--- src/rtl/exe_bcast_arbiter_if.sv ---
// Lane-side result handshake plus broadcast/ROB completion bus for exe_bcast_arbiter.
// master drives results in and flushes; slave is the arbiter.
interface exe_bcast_arbiter_if #(
    parameter int NUM_LANES = 2,
    parameter int DATA_W    = 32,
    parameter int MAP_W     = 6,
    parameter int TAG_W     = 8
);
    logic [NUM_LANES-1:0]        in_valid;
    logic [NUM_LANES-1:0]        in_ready;
    logic [NUM_LANES-1:0]        in_regwr;
    logic [NUM_LANES*MAP_W-1:0]  in_map;
    logic [NUM_LANES*5-1:0]      in_reg;
    logic [NUM_LANES*DATA_W-1:0] in_val;
    logic [NUM_LANES*TAG_W-1:0]  in_instr_num;
    logic                        flush_valid;
    logic [TAG_W-1:0]            flush_instr_num;
    logic                        broadcast_flag;
    logic [MAP_W-1:0]            broadcast_map;
    logic [4:0]                  broadcast_reg;
    logic [DATA_W-1:0]           broadcast_val;
    logic                        complete_flag_rob;
    logic [TAG_W-1:0]            exe_instr_num;
    logic [NUM_LANES-1:0]        lane_grant;

    modport master (
        output in_valid, in_regwr, in_map, in_reg, in_val, in_instr_num,
        output flush_valid, flush_instr_num,
        input  in_ready,
        input  broadcast_flag, broadcast_map, broadcast_reg, broadcast_val,
        input  complete_flag_rob, exe_instr_num, lane_grant
    );

    modport slave (
        input  in_valid, in_regwr, in_map, in_reg, in_val, in_instr_num,
        input  flush_valid, flush_instr_num,
        output in_ready,
        output broadcast_flag, broadcast_map, broadcast_reg, broadcast_val,
        output complete_flag_rob, exe_instr_num, lane_grant
    );
endinterface

--- src/rtl/exe_bcast_arbiter.sv ---
// Per-lane result FIFOs arbitrated round-robin onto one registered broadcast/completion bus,
// with squashing of entries younger than a mispredict flush.
module exe_bcast_arbiter #(
    parameter int NUM_LANES = 2,
    parameter int DEPTH     = 4,
    parameter int DATA_W    = 32,
    parameter int MAP_W     = 6,
    parameter int TAG_W     = 8
) (
    input logic               CLK,
    input logic               RESET,
    exe_bcast_arbiter_if.slave bus
);
    localparam int PTR_W = $clog2(DEPTH);
    localparam int CNT_W = PTR_W + 1;
    localparam int RR_W  = (NUM_LANES > 1) ? $clog2(NUM_LANES) : 1;
    localparam logic [CNT_W-1:0] FULL_CNT  = CNT_W'(DEPTH);
    localparam logic [RR_W-1:0]  LAST_LANE = RR_W'(NUM_LANES - 1);

    logic              regwr_mem [NUM_LANES][DEPTH];
    logic [MAP_W-1:0]  map_mem   [NUM_LANES][DEPTH];
    logic [4:0]        reg_mem   [NUM_LANES][DEPTH];
    logic [DATA_W-1:0] val_mem   [NUM_LANES][DEPTH];
    logic [TAG_W-1:0]  tag_mem   [NUM_LANES][DEPTH];
    logic              live_q    [NUM_LANES][DEPTH];
    logic [PTR_W-1:0]  wr_ptr_q  [NUM_LANES];
    logic [PTR_W-1:0]  rd_ptr_q  [NUM_LANES];
    logic [CNT_W-1:0]  count_q   [NUM_LANES];
    logic [RR_W-1:0]   rr_q;

    logic [NUM_LANES-1:0] ready, push, pop, cand, grant;
    logic [RR_W-1:0]      grant_idx;
    logic                 any_grant;

    // Younger means a modular distance in [1, 2^(TAG_W-1)-1] ahead of the flush tag.
    function automatic logic is_younger(input logic [TAG_W-1:0] t, input logic [TAG_W-1:0] f);
        logic [TAG_W-1:0] d;
        d = t - f;
        return (d != '0) && !d[TAG_W-1];
    endfunction

    always_comb begin
        for (int i = 0; i < NUM_LANES; i++) begin
            ready[i] = (count_q[i] != FULL_CNT);
            push[i]  = bus.in_valid[i] && ready[i] && (bus.in_instr_num[i*TAG_W +: TAG_W] != '0);
            cand[i]  = (count_q[i] != '0) && live_q[i][rd_ptr_q[i]] &&
                       !(bus.flush_valid && is_younger(tag_mem[i][rd_ptr_q[i]], bus.flush_instr_num));
        end
    end

    assign bus.in_ready = ready;

    // NOTE: every output of a combinational block gets a default first so no latch is inferred.
    always_comb begin
        int idx;
        grant     = '0;
        grant_idx = '0;
        any_grant = 1'b0;
        idx       = 0;
        for (int k = 0; k < NUM_LANES; k++) begin
            idx = int'(rr_q) + k;
            if (idx >= NUM_LANES) idx = idx - NUM_LANES;
            if (!any_grant && cand[idx]) begin
                any_grant  = 1'b1;
                grant_idx  = RR_W'(idx);
                grant[idx] = 1'b1;
            end
        end
        for (int i = 0; i < NUM_LANES; i++) begin
            pop[i] = (count_q[i] != '0) && (grant[i] || !live_q[i][rd_ptr_q[i]]);
        end
    end

    // NOTE: payload storage carries no reset; the live bits and pointers alone decide validity.
    always_ff @(posedge CLK) begin
        for (int i = 0; i < NUM_LANES; i++) begin
            if (push[i]) begin
                regwr_mem[i][wr_ptr_q[i]] <= bus.in_regwr[i];
                map_mem[i][wr_ptr_q[i]]   <= bus.in_map[i*MAP_W +: MAP_W];
                reg_mem[i][wr_ptr_q[i]]   <= bus.in_reg[i*5 +: 5];
                val_mem[i][wr_ptr_q[i]]   <= bus.in_val[i*DATA_W +: DATA_W];
                tag_mem[i][wr_ptr_q[i]]   <= bus.in_instr_num[i*TAG_W +: TAG_W];
            end
        end
    end

    // NOTE: sequential state uses non-blocking assignments; the later push write to a slot
    // deliberately overrides the flush clear of that same slot.
    always_ff @(posedge CLK or posedge RESET) begin
        if (RESET) begin
            for (int i = 0; i < NUM_LANES; i++) begin
                wr_ptr_q[i] <= '0;
                rd_ptr_q[i] <= '0;
                count_q[i]  <= '0;
                for (int j = 0; j < DEPTH; j++) live_q[i][j] <= 1'b0;
            end
            rr_q <= '0;
        end else begin
            for (int i = 0; i < NUM_LANES; i++) begin
                for (int j = 0; j < DEPTH; j++) begin
                    if (bus.flush_valid && is_younger(tag_mem[i][j], bus.flush_instr_num))
                        live_q[i][j] <= 1'b0;
                end
                if (push[i]) begin
                    live_q[i][wr_ptr_q[i]] <= !(bus.flush_valid &&
                        is_younger(bus.in_instr_num[i*TAG_W +: TAG_W], bus.flush_instr_num));
                    wr_ptr_q[i] <= wr_ptr_q[i] + 1'b1;
                end
                if (pop[i]) rd_ptr_q[i] <= rd_ptr_q[i] + 1'b1;
                count_q[i] <= count_q[i] + CNT_W'(push[i]) - CNT_W'(pop[i]);
            end
            if (any_grant) rr_q <= (grant_idx == LAST_LANE) ? '0 : grant_idx + 1'b1;
        end
    end

    always_ff @(posedge CLK or posedge RESET) begin
        if (RESET) begin
            bus.broadcast_flag    <= 1'b0;
            bus.complete_flag_rob <= 1'b0;
            bus.broadcast_map     <= '0;
            bus.broadcast_reg     <= '0;
            bus.broadcast_val     <= '0;
            bus.exe_instr_num     <= '0;
            bus.lane_grant        <= '0;
        end else begin
            bus.broadcast_flag    <= 1'b0;
            bus.complete_flag_rob <= 1'b0;
            bus.lane_grant        <= grant;
            if (any_grant) begin
                bus.broadcast_flag    <= regwr_mem[grant_idx][rd_ptr_q[grant_idx]];
                bus.complete_flag_rob <= 1'b1;
                bus.broadcast_map     <= map_mem[grant_idx][rd_ptr_q[grant_idx]];
                bus.broadcast_reg     <= reg_mem[grant_idx][rd_ptr_q[grant_idx]];
                bus.broadcast_val     <= val_mem[grant_idx][rd_ptr_q[grant_idx]];
                bus.exe_instr_num     <= tag_mem[grant_idx][rd_ptr_q[grant_idx]];
            end
        end
    end
endmodule
--- src/flat_wrapper.sv ---
// flat-port wrapper written by rule: the top's interface ports become plain ports
module exe_bcast_arbiter_flat 
#(
    parameter int NUM_LANES = 2,
    parameter int DEPTH     = 4,
    parameter int DATA_W    = 32,
    parameter int MAP_W     = 6,
    parameter int TAG_W     = 8
)
  (CLK, RESET, bus_in_valid, bus_in_regwr, bus_in_map, bus_in_reg, bus_in_val, bus_in_instr_num, bus_flush_valid, bus_flush_instr_num, bus_in_ready, bus_broadcast_flag, bus_broadcast_map, bus_broadcast_reg, bus_broadcast_val, bus_complete_flag_rob, bus_exe_instr_num, bus_lane_grant);
  exe_bcast_arbiter_if #(.NUM_LANES(NUM_LANES), .DATA_W(DATA_W), .MAP_W(MAP_W), .TAG_W(TAG_W)) bus_i ();
  input logic CLK;
  input logic RESET;
  input wire logic [$bits(bus_i.in_valid)-1:0] bus_in_valid;
  input wire logic [$bits(bus_i.in_regwr)-1:0] bus_in_regwr;
  input wire logic [$bits(bus_i.in_map)-1:0] bus_in_map;
  input wire logic [$bits(bus_i.in_reg)-1:0] bus_in_reg;
  input wire logic [$bits(bus_i.in_val)-1:0] bus_in_val;
  input wire logic [$bits(bus_i.in_instr_num)-1:0] bus_in_instr_num;
  input wire logic [$bits(bus_i.flush_valid)-1:0] bus_flush_valid;
  input wire logic [$bits(bus_i.flush_instr_num)-1:0] bus_flush_instr_num;
  output wire logic [$bits(bus_i.in_ready)-1:0] bus_in_ready;
  output wire logic [$bits(bus_i.broadcast_flag)-1:0] bus_broadcast_flag;
  output wire logic [$bits(bus_i.broadcast_map)-1:0] bus_broadcast_map;
  output wire logic [$bits(bus_i.broadcast_reg)-1:0] bus_broadcast_reg;
  output wire logic [$bits(bus_i.broadcast_val)-1:0] bus_broadcast_val;
  output wire logic [$bits(bus_i.complete_flag_rob)-1:0] bus_complete_flag_rob;
  output wire logic [$bits(bus_i.exe_instr_num)-1:0] bus_exe_instr_num;
  output wire logic [$bits(bus_i.lane_grant)-1:0] bus_lane_grant;
  assign bus_i.in_valid = bus_in_valid;
  assign bus_i.in_regwr = bus_in_regwr;
  assign bus_i.in_map = bus_in_map;
  assign bus_i.in_reg = bus_in_reg;
  assign bus_i.in_val = bus_in_val;
  assign bus_i.in_instr_num = bus_in_instr_num;
  assign bus_i.flush_valid = bus_flush_valid;
  assign bus_i.flush_instr_num = bus_flush_instr_num;
  assign bus_in_ready = bus_i.in_ready;
  assign bus_broadcast_flag = bus_i.broadcast_flag;
  assign bus_broadcast_map = bus_i.broadcast_map;
  assign bus_broadcast_reg = bus_i.broadcast_reg;
  assign bus_broadcast_val = bus_i.broadcast_val;
  assign bus_complete_flag_rob = bus_i.complete_flag_rob;
  assign bus_exe_instr_num = bus_i.exe_instr_num;
  assign bus_lane_grant = bus_i.lane_grant;
  exe_bcast_arbiter #(.NUM_LANES(NUM_LANES), .DEPTH(DEPTH), .DATA_W(DATA_W), .MAP_W(MAP_W), .TAG_W(TAG_W)) u_core (.CLK(CLK), .RESET(RESET), .bus(bus_i));
endmodule
--- config.mk ---
export PLATFORM = sky130hd
export DESIGN_NAME = exe_bcast_arbiter_flat
export DESIGN_NICKNAME = d
export VERILOG_FILES = /design/src/rtl/exe_bcast_arbiter_if.sv /design/src/rtl/exe_bcast_arbiter.sv /design/src/flat_wrapper.sv
export SDC_FILE = /design/constraint.sdc
export NUM_CORES = 1
export LEC_CHECK = 0
export BUFFER_PORTS_ARGS = -buffer_cell sky130_fd_sc_hd__buf_2
export CAP_MARGIN = 20
export CELL_PAD_IN_SITES_DETAIL_PLACEMENT = 0
export CELL_PAD_IN_SITES_GLOBAL_PLACEMENT = 2
export CORE_UTILIZATION = 41
export CTS_BUF_LIST = sky130_fd_sc_hd__clkbuf_8
export CTS_CLUSTER_SIZE = 30
export DETAILED_ROUTE_END_ITERATION = 16
export PLACE_DENSITY = 0.75
export SLEW_MARGIN = 20
export SYNTH_ARGS = -nofsm -noshare
export SYNTH_HDL_FRONTEND = slang
export SYNTH_SLANG_ARGS = --single-unit
--- constraint.sdc ---
create_clock -name CLK -period 5.4 [get_ports CLK]
set_input_delay 1.08 -clock CLK [delete_from_list [all_inputs] [get_ports CLK]]
set_output_delay 1.08 -clock CLK [all_outputs]
set_load 0.1 [all_outputs]
Word level (Yosys, flattened, before mapping) --
Memories as Yosys holds them, arrays and structs flattened. Cells that the tools add are included.
Cells by class: bitwise logic cells 7, magnitude comparators 14, reduce and logical (&&, ||, !) cells 76, equal/unequal tests 2, add/sub/neg operators 24, multiplexer cells 95
Operators by type and width (count):
- $mux W128 | 2
- $mux W32 | 8
- $demux W32 S2 | 2
- $reduce_bool A8 Y1 | 14
- $sub A8 B8 Y8 | 12
- $bmux W32 S2 | 1
- $ge A32 B1 Y1 const B | 2
- $lt A32 B3 Y1 const B | 2
- $mux W8 | 8
- $bmux W8 S2 | 3
- $mux W24 | 2
- $mux W20 | 2
- $logic_and A1 B1 Y1 | 39
- $mux W1 | 33
- $demux W8 S2 | 2
- $ge A32 B3 Y1 const B | 1
- $sub A32 B3 Y32 const B | 1
- $demux W6 S2 | 2
- $mux W6 | 4
- $demux W5 S2 | 2
- $mux W5 | 4
- $logic_not A1 Y1 | 19
- $mux W4 | 4
- $ge A3 B3 Y1 const B | 5
- other kinds (22) | 44
Storage, ports and cells: bits in registers 78, memories kept 5, output and inout bits 57, bits in writable memories 416, input port bits 117
Memory list:
- u_core.val_mem | words 2, width 128, rd ports 1, clocked after Yosys merged registers in 0, wr ports 2, line exe_bcast_arbiter.sv:23 | logic [DATA_W-1:0] val_mem [NUM_LANES][DEPTH];
- u_core.tag_mem | words 2, width 32, rd ports 3, clocked after Yosys merged registers in 0, wr ports 2, line exe_bcast_arbiter.sv:24 | logic [TAG_W-1:0] tag_mem [NUM_LANES][DEPTH];
- u_core.map_mem | words 2, width 24, rd ports 1, clocked after Yosys merged registers in 0, wr ports 2, line exe_bcast_arbiter.sv:21 | logic [MAP_W-1:0] map_mem [NUM_LANES][DEPTH];
- u_core.reg_mem | words 2, width 20, rd ports 1, clocked after Yosys merged registers in 0, wr ports 2, line exe_bcast_arbiter.sv:22 | logic [4:0] reg_mem [NUM_LANES][DEPTH];
- u_core.regwr_mem | words 2, width 4, rd ports 1, clocked after Yosys merged registers in 0, wr ports 2, line exe_bcast_arbiter.sv:20 | logic regwr_mem [NUM_LANES][DEPTH];

Logic depth before layout (Yosys ltp) --
Gate-level depths: netlist of run 1.
depth in word-level cells 26, mapped depth 26

Least setup slack after synthesis of run 1 --
No wires, ideal clock.
path type register -> register, start register u_core.rd_ptr_q[0] in the netlist's numbering, end register u_core.count_q[2] in the netlist's numbering, stages on the path, launching flop included 27, arrival time 5276 ps, slack -1 ps, cells stage by stage dfrtp_1 -> buf_2 -> buf_1 -> buf_1 -> nand2_1 -> o21ai_0 -> nor2_1 -> a21oi_1 -> inv_1 -> ha_1 -> fa_1 -> xor2_1 -> o2111ai_1 -> a221o_1 -> or3_4 -> a31o_1 -> a21o_1 -> buf_6 -> buf_6 -> a21oi_1 -> ha_1 -> inv_1 -> ha_1 -> inv_1 -> fa_1 -> xnor2_1 -> xnor2_1
On the way: word-level cells in the longest chain between the ends 20, elaborated cells on any way between the ends 31, classes of those cells 2 x add/sub; 15 x mux; 2 x bitwise; 12 x reduce/logical
RTL lines:
- from (decl) | line exe_bcast_arbiter.sv:27 | logic [PTR_W-1:0] rd_ptr_q [NUM_LANES];
- from (signal, indexed assignment) | line exe_bcast_arbiter.sv:109 | if (pop[i]) rd_ptr_q[i] <= rd_ptr_q[i] + 1'b1;
- $not A2 Y3 (implied by the code) (*) | line exe_bcast_arbiter.sv:46, exe_bcast_arbiter.sv:47, exe_bcast_arbiter.sv:70
- $bmux W8 S2 | line exe_bcast_arbiter.sv:47 | !(bus.flush_valid && is_younger(tag_mem[i][rd_ptr_q[i]], bus.flush_instr_num));
- $mux W8 (implied by the code) (2 in series) | line exe_bcast_arbiter.sv:47
- $sub A8 B8 Y8 | line exe_bcast_arbiter.sv:38 | d = t - f;
- $reduce_bool A8 Y1 / $logic_not A1 Y1 (equally long branches) | line exe_bcast_arbiter.sv:39 | return (d != '0) && !d[TAG_W-1];
- $logic_and A1 B1 Y1 | line exe_bcast_arbiter.sv:39
- $logic_and A1 B1 Y1 | line exe_bcast_arbiter.sv:47
- $logic_not A1 Y1 | line exe_bcast_arbiter.sv:47
- [4 not listed]
- $mux W1 | line exe_bcast_arbiter.sv:63 | if (!any_grant && cand[idx]) begin
- $logic_not A1 Y1 | line exe_bcast_arbiter.sv:63
- $logic_and A1 B1 Y1 | line exe_bcast_arbiter.sv:63
- $mux W2 | line exe_bcast_arbiter.sv:63
- $logic_or A1 B1 Y1 (*) | line exe_bcast_arbiter.sv:70 | pop[i] = (count_q[i] != '0) && (grant[i] || !live_q[i][rd_ptr_q[i]]);
- $logic_and A1 B1 Y1 (*) | line exe_bcast_arbiter.sv:70
- via u_core.pop[1] | line exe_bcast_arbiter.sv:31 | logic [NUM_LANES-1:0] ready, push, pop, cand, grant;
- $sub A3 B1 Y3 (*) | line exe_bcast_arbiter.sv:110 | count_q[i] <= count_q[i] + CNT_W'(push[i]) - CNT_W'(pop[i]);
- to (signal, indexed assignment) | line exe_bcast_arbiter.sv:110
- to (decl) | line exe_bcast_arbiter.sv:28 | logic [CNT_W-1:0] count_q [NUM_LANES];
Mark *: on every way through the listed nets, which the timed path passes. The rest lies on a longest branch. The select of a mux whose other input is x is not followed. A chain may end at the register's enable or synchronous reset.

Worst setup path in the final report of run 1 --
Ends and elaborated chain as after synthesis.

==> results of run 1 <==
critical path: cells and delay by family, from the launching register on:
family          cells  cell delay [ps]
fa+ha+maj           5             1380
simple gates        2              440
compound gates      7             1550
flops               1              650
xor+xnor            3              490
buf+inv             3              170
power by group through the flow:
stage                     combinational (W)  clock (W)  sequential (W)
final                               0.00679    0.00324         0.00557
after global placement              0.00679          0         0.00562
after global routing                0.00732    0.00351         0.00566
after floorplan                     0.00381          0         0.00686
after detailed placement            0.00689          0         0.00565
after CTS                           0.00689    0.00333         0.00558
final cells by class:
| type | instances | area share |
|---|---|---|
| sequential | 494 | 0.557 |
| tap | 696 | 0.0336 |
| timing repair buffer | 205 | 0.0457 |
| multi-input combinational | 817 | 0.289 |
| clock buffer | 98 | 0.0520 |
| antenna | 3 | 0.000290 |
| clock inverter | 54 | 0.0115 |
| inverter | 71 | 0.0107 |
Yosys cell counts (all sizes together), types with 3 or more instances:
master   instances  area (sq um)
nor2            37           139
nor2b           34           213
inv             71           274
mux2             3          33.8
a21o            13          97.6
clkbuf          23          86.3
o2bb2ai          3          26.3
o311a           10           100
a211oi           3          22.5
nand3           12          60.1
xor2            25           219
buf             24           161
ha              96          1200
a21oi           49           245
or2             11          68.8
nor4             4          25.0
edfxtp         416         12500
nand2           74           278
dfrtp           78          1950
nand2b          13          81.3
o22ai           11          82.6
mux4            68          1530
o21ai           81           405
nor3            13          65.1
mux2i          126          1260
xnor2           52           455
a21boi          12          90.1
a221o           21           210
o32ai           16           140
o2111ai          3          26.3
fa              14           280
through the flow:
stage / setup slack (ps) / hold WS (ps) / utilization
finish: 658 / 473 / 0.481
detailed placement: 505 / 459 / 0.450
global placement: 585 / 459 / 0.450
global route: 367 / 489 / 0.481
floorplan: 59.5 / 441 / -
CTS: 638 / 452 / 0.481
logic make-up after synthesis:
logic type | after synthesis | synth area share
xor gates and xnor gates | 77 | 0.0301
DFF | 494 | 0.644
muxes | 197 | 0.126
adders and majority gates | 110 | 0.0660
AOI/OAI and AO/OA | 230 | 0.0674
and+or+nand+nor | 203 | 0.0433
buffers and inverters | 118 | 0.0233
worst paths after layout:
path	end	from	slack (ps)	depth (start not counted)
min in group CLK	u_core.rr_q	u_core.rr_q	470	1
hold reg to reg	u_core.rr_q	u_core.rr_q	470	1
hold / removal	u_core.bus.broadcast_val[19]	RESET	470	2
setup reg to reg	u_core.count_q[2]	u_core.rd_ptr_q[0]	660	20
setup / recovery	u_core.count_q[2]	u_core.rd_ptr_q[0]	660	20
max in group asynchronous	u_core.bus.broadcast_reg[0]	RESET	3760	3
layer usage:
metal,part of all wire,wire length [um],up-vias
li1,-,-,6001
met1,0.43,23800,6613
met2,0.51,28500,235
met3,0.038,2110,82
met4,0.022,1230,10
met5,0.0011,63,-
==> summary.txt, run 1 <==
Yosys
  • Post-synth top flop: edfxtp_1
  • Net count after synthesis: ~1.7k
  • Avg Inst Size Synth: about 16 sq um
  • FF+latch count, synth: 494
  • FFs w/ async S/R, synth: 0.158
  • Post-synthesis cell count: 1,429
  • Register area share after synthesis: 0.644
  • EDFF count, synth: between 400 and 500
  • Number of distinct library cells after synthesis: 47
  • Yosys Warn Count: 0
  • Post-Syn Area: about 0.022 sq mm

Layout
  • Area of the multi-input gates: approximately 0.0075 sq mm
  • Nets@finish: between 1.5k and 2k
  • Max reg flops: roughly 260
  • Share of layout cells above drive strength 1: 0.241
  • Design Area, Final: around 0.026 sq mm
  • Area Growth Syn to Fin: 15.6%
  • Most frequent cells in the layout: 416 x edfxtp_1, 173 x buf_2, 126 x mux2i_1, 98 x clkbuf_8, 96 x ha_1
  • # fillers: approximately 4.7k
  • Final non-filler cell total: about 2.4k
  • Commonest non-fill, non-tap cell in the layout: edfxtp_1
  • Seq. cell area: approximately 0.014 sq mm

Timing
  • Worst-Margin Slew: about 1000 ps
  • Fmax: around 0.21 GHz
  • Final setup fails: 0
  • Setup TNS: 0 ps
  • Worst clock skew: about 30 ps
  • Crit path time final: between 4000 and 5000 ps
  • Final period utilization: 0.878
  • Slew HR: 0.302
  • RSZ-0062 raised after global routing: no
  • Slew Viols, Final: 0
  • Fin. Hold Viols: 0

Global route
  • First-pass GRT wire length: around 83 mm
  • GRT Residual Overflow: 0
  • Largest net degree at the start of global routing: 53
  • GRT met2 Usage: 0.358
  • Met1 Track Usage GR: 0.252
  • Number of global-route vias before repair: roughly 14k
  • Global Route Usage Sum: 0.204
  • Initial antenna violation count: 7
  • Most Crowded Layer GR: met2
  • Met3 GRT Util: 0.0389

Drt
  • Residual DRC: 0
  • Post-Route WL: about 56 mm
  • Total number of vias: around 13k
  • Post-route ant nets: 0
  • DR WL/cell: between 20 and 25 um
  • Drt pass-1 iters: 4
  • DR iter-0 viols: 828
  • Post-DR vias/cell: ~5.3

Power
  • Combinational share of power: 0.435
  • Total power: between 0.015 and 0.02 W
  • LEAKAGE: 10.2 nW
  • Net Sw Frac: 0.412
  • Peak supply drop: ~520 uV
  • Pint: around 0.0092 W
  • Seq pwr share: 0.357
  • Clock power share: 0.208
  • Power Dens Cells: about 600 mW/mm^2
  • P_sw: roughly 0.0064 W

Floorplan
  • Initial core utilization: 0.416
  • DIE HEIGHT: roughly 240 um
  • Die area: ~0.056 sq mm
  • Core area: about 0.054 sq mm
  • Die Wd: between 200 and 250 um
  • Row cnt: 85
  • Ports: ~170

Setup path
  • Startpoint class of the critical path: flip-flop
  • Crit path cell chain: o21ai_0 -> nor2_1 -> a21oi_1 -> inv_1 -> ha_1 -> fa_1 -> xor2_1 -> o2111ai_1 -> a221o_1 -> or3_4 -> a31o_1 -> a21o_4 -> a21oi_1 -> ha_1 -> inv_1 -> ha_1 -> inv_1 -> fa_1 -> xnor2_1 -> xnor2_1
  • Kind of critical path: flip-flop to flip-flop
  • CP arrival: 5310 ps
  • WP data required: between 5000 and 6000 ps
  • CP peak stage delay: ~650 ps
  • Crit-path max FO: 24
  • Crit end category: flip-flop
  • Critical Path Slowest Stage Cell: dfrtp_4

Placed design
  • Final HPWL DP: between 30 and 40 mm
  • Gpl congestion: slightly above 0.8
  • Port bufs: approximately 170
  • Placed Cells: between 2k and 2.5k
  • Area after DPL: roughly 0.024 sq mm

Clock tree
  • Clk slew on worst S/H paths: 70 ps
  • CTS H-Tree Depth: 3
  • Number of buffers created by CTS: 82
  • Post-CTS Repair Setup Buffers: 0
  • Clock tree sinks: roughly 490
  • CTS tree: done
  • Worst-Skew Late Latency: 660 ps
  • CTS max path bufs: 3
  • # resized after CTS: 0
  • Clock Root Buffer: clkbuf_8
  • # hold bufs at CTS: 0

Job
  • Max_cap viols: 0

Hold path
  • Tightest Hold Check Type: input pin to asynchronous set/reset pin

Outcome
  • Status: completed
Note: power is estimated with default switching activity, not from simulation.
==> run 2: changes to the inputs <==
Settings changed: CORE_UTILIZATION 41 to 40, CTS_BUF_LIST sky130_fd_sc_hd__clkbuf_8 to default, PLACE_DENSITY 0.75 to 0.73.
==> run 2 against run 1 <==
Compared with the run above:
- clock power increased by 9.0%
- routed wire length increased by 0.33%
- highest routed layer unchanged
- register-to-register slack got worse by 50 ps
- total power increased by 1.5%
- die area increased by 2.5%
- worst setup slack got worse by 51 ps
- cell count decreased by 0.25%
- critical endpoint unchanged
==> summary.txt, run 2 (same netlist as run 1, synthesis figures left out) <==
Setup path
  • Crit path cell chain: o21ai_0 -> nor2_1 -> a21oi_1 -> inv_1 -> ha_1 -> fa_1 -> xor2_1 -> o2111ai_1 -> a221o_1 -> or3_4 -> a31o_1 -> a21o_4 -> a21oi_1 -> ha_1 -> inv_1 -> ha_1 -> inv_1 -> fa_1 -> xnor2_1 -> xnor2_1
  • Critical Path Slowest Stage Cell: dfrtp_4
  • Kind of critical path: flip-flop to flip-flop
  • WP data required: approximately 6000 ps
  • CP arrival: 5320 ps
  • Crit-path max FO: 19
  • Crit end category: flip-flop
  • Startpoint class of the critical path: flip-flop
  • R2R Setup Slk: between 600 and 700 ps
  • CP peak stage delay: between 600 and 700 ps

Floorplan
  • DIE HEIGHT: around 240 um
  • Die Wd: 239 um
  • Ports: 174
  • Die area: ~0.057 sq mm
  • Core area: ~0.055 sq mm
  • Initial core utilization: 0.406
  • Row cnt: 86

Layout
  • Area Growth Syn to Fin: 16.0%
  • Post-Route Utilization: 0.471
  • Nets@finish: roughly 1.9k
  • Diodes inserted: 0
  • Max reg flops: between 200 and 300
  • Commonest non-fill, non-tap cell in the layout: edfxtp_1
  • Share of layout cells above drive strength 1: 0.227
  • Most frequent cells in the layout: 416 x edfxtp_1, 173 x buf_2, 126 x mux2i_1, 96 x ha_1, 81 x o21ai_0
  • Final non-filler cell total: between 2k and 2.5k

Outcome
  • Status: completed

Clock tree
  • CTS tree: done
  • Clock Root Buffer: clkbuf_16
  • Worst-Skew Late Latency: between 600 and 700 ps
  • Number of buffers created by CTS: 52
  • CTS H-Tree Depth: 2
  • Clock tree sinks: around 490
  • # resized after CTS: 0
  • # hold bufs at CTS: 0
  • Post-CTS Repair Setup Buffers: 0
  • Clk slew on worst S/H paths: 60 ps
  • CTS max path bufs: 3

Global route
  • Largest net degree at the start of global routing: 78
  • Global Route Usage Sum: 0.200
  • First-pass GRT wire length: about 83 mm
  • GRT Residual Overflow: 0
  • Number of global-route vias before repair: approximately 14k
  • Initial antenna violation count: 5

Drt
  • Post-route ant nets: 0
  • Drt pass-1 iters: 4
  • DR WL/cell: ~23 um
  • Post-Route WL: approximately 56 mm
  • Total number of vias: approximately 13k
  • Post-DR vias/cell: 5.26
  • Residual DRC: 0
  • DR iter-0 viols: 691

Timing
  • Fin. Hold Viols: 0
  • RSZ-0062 raised after global routing: no
  • Fmax: about 0.21 GHz
  • Final setup fails: 0
  • Setup TNS: 0 ps
  • Slew HR: 0.301
  • Worst clock skew: 47.6 ps
  • Final period utilization: 0.887
  • Worst-Margin Slew: 1050 ps
  • Crit path time final: 4790 ps
  • Final worst setup slack: 608 ps
  • Slew Viols, Final: 0

Power
  • Peak supply drop: about 400 uV
  • Total power: about 0.016 W
  • Power Dens Cells: ~600 mW/mm^2
  • LEAKAGE: 10.0 nW

Placed design
  • Port bufs: roughly 170
  • Gpl congestion: a little under 0.8
  • Place WS: 487 ps
  • Placed Cells: 2,334
  • Final HPWL DP: roughly 37 mm

Hold path
  • Tightest Hold Check Type: flip-flop to flip-flop

Job
  • Max_cap viols: 0
## run 2: per-stage QoR
stage                     cell area [sq um]  hold WS, ps
after floorplan                       22400          441
after global placement                24300          457
after detailed placement              24300          465
after CTS                             26000          478
after global routing                  26000          498
final                                 26000          475
## run 2: worst paths after layout
path | start | endpoint | cells past startpoint
worst max register to register | u_core.rd_ptr_q[0] | u_core.count_q[2] | 20
worst max-delay path | u_core.rd_ptr_q[0] | u_core.count_q[2] | 20
worst min-delay path | u_core.bus.broadcast_map[2] | u_core.bus.broadcast_map[2] | 2
min in group asynchronous | RESET | u_core.bus.broadcast_val[18] | 2
max in group asynchronous | RESET | u_core.bus.broadcast_reg[0] | 3
worst min register to register | u_core.bus.broadcast_map[2] | u_core.bus.broadcast_map[2] | 2
## run 2: where the power goes
part	internal (W)	switching, W	total, W	leakage (nW)
Combinational	0.00223	0.00450	0.00672	4.43
Sequential	0.00515	0.000430	0.00558	4.77
Clock	0.00205	0.00148	0.00353	0.831
## run 2: layout make-up
cell class / count / area, sq um
Clock buffer: 70 / 1430
Clock inverter: 28 / 274
Fill cell: 4821 / 29200
Inverter: 71 / 277
Multi-Input combinational cell: 817 / 7490
Sequential cell: 494 / 14500
Tap cell: 748 / 936
Timing Repair Buffer: 204 / 1160
## run 2: metal layers
| metal | routed length [um] | GRT usage |
|---|---|---|
| met5 | 57 | 0 |
| met4 | 1210 | 0.0575 |
| met3 | 2420 | 0.0348 |
| met2 | 29100 | 0.362 |
| met1 | 23000 | 0.243 |
## run 2: critical path: cells and delay by family (launching register included)
kind | cells | cell delay [ps]
AO/OA/AOI/OAI | 7 | 1620
adder cells (fa/ha/maj) | 5 | 1350
flip-flops | 1 | 630
XOR/XNOR | 3 | 510
AND/OR/NAND/NOR | 2 | 420
buffers and inverters | 3 | 160
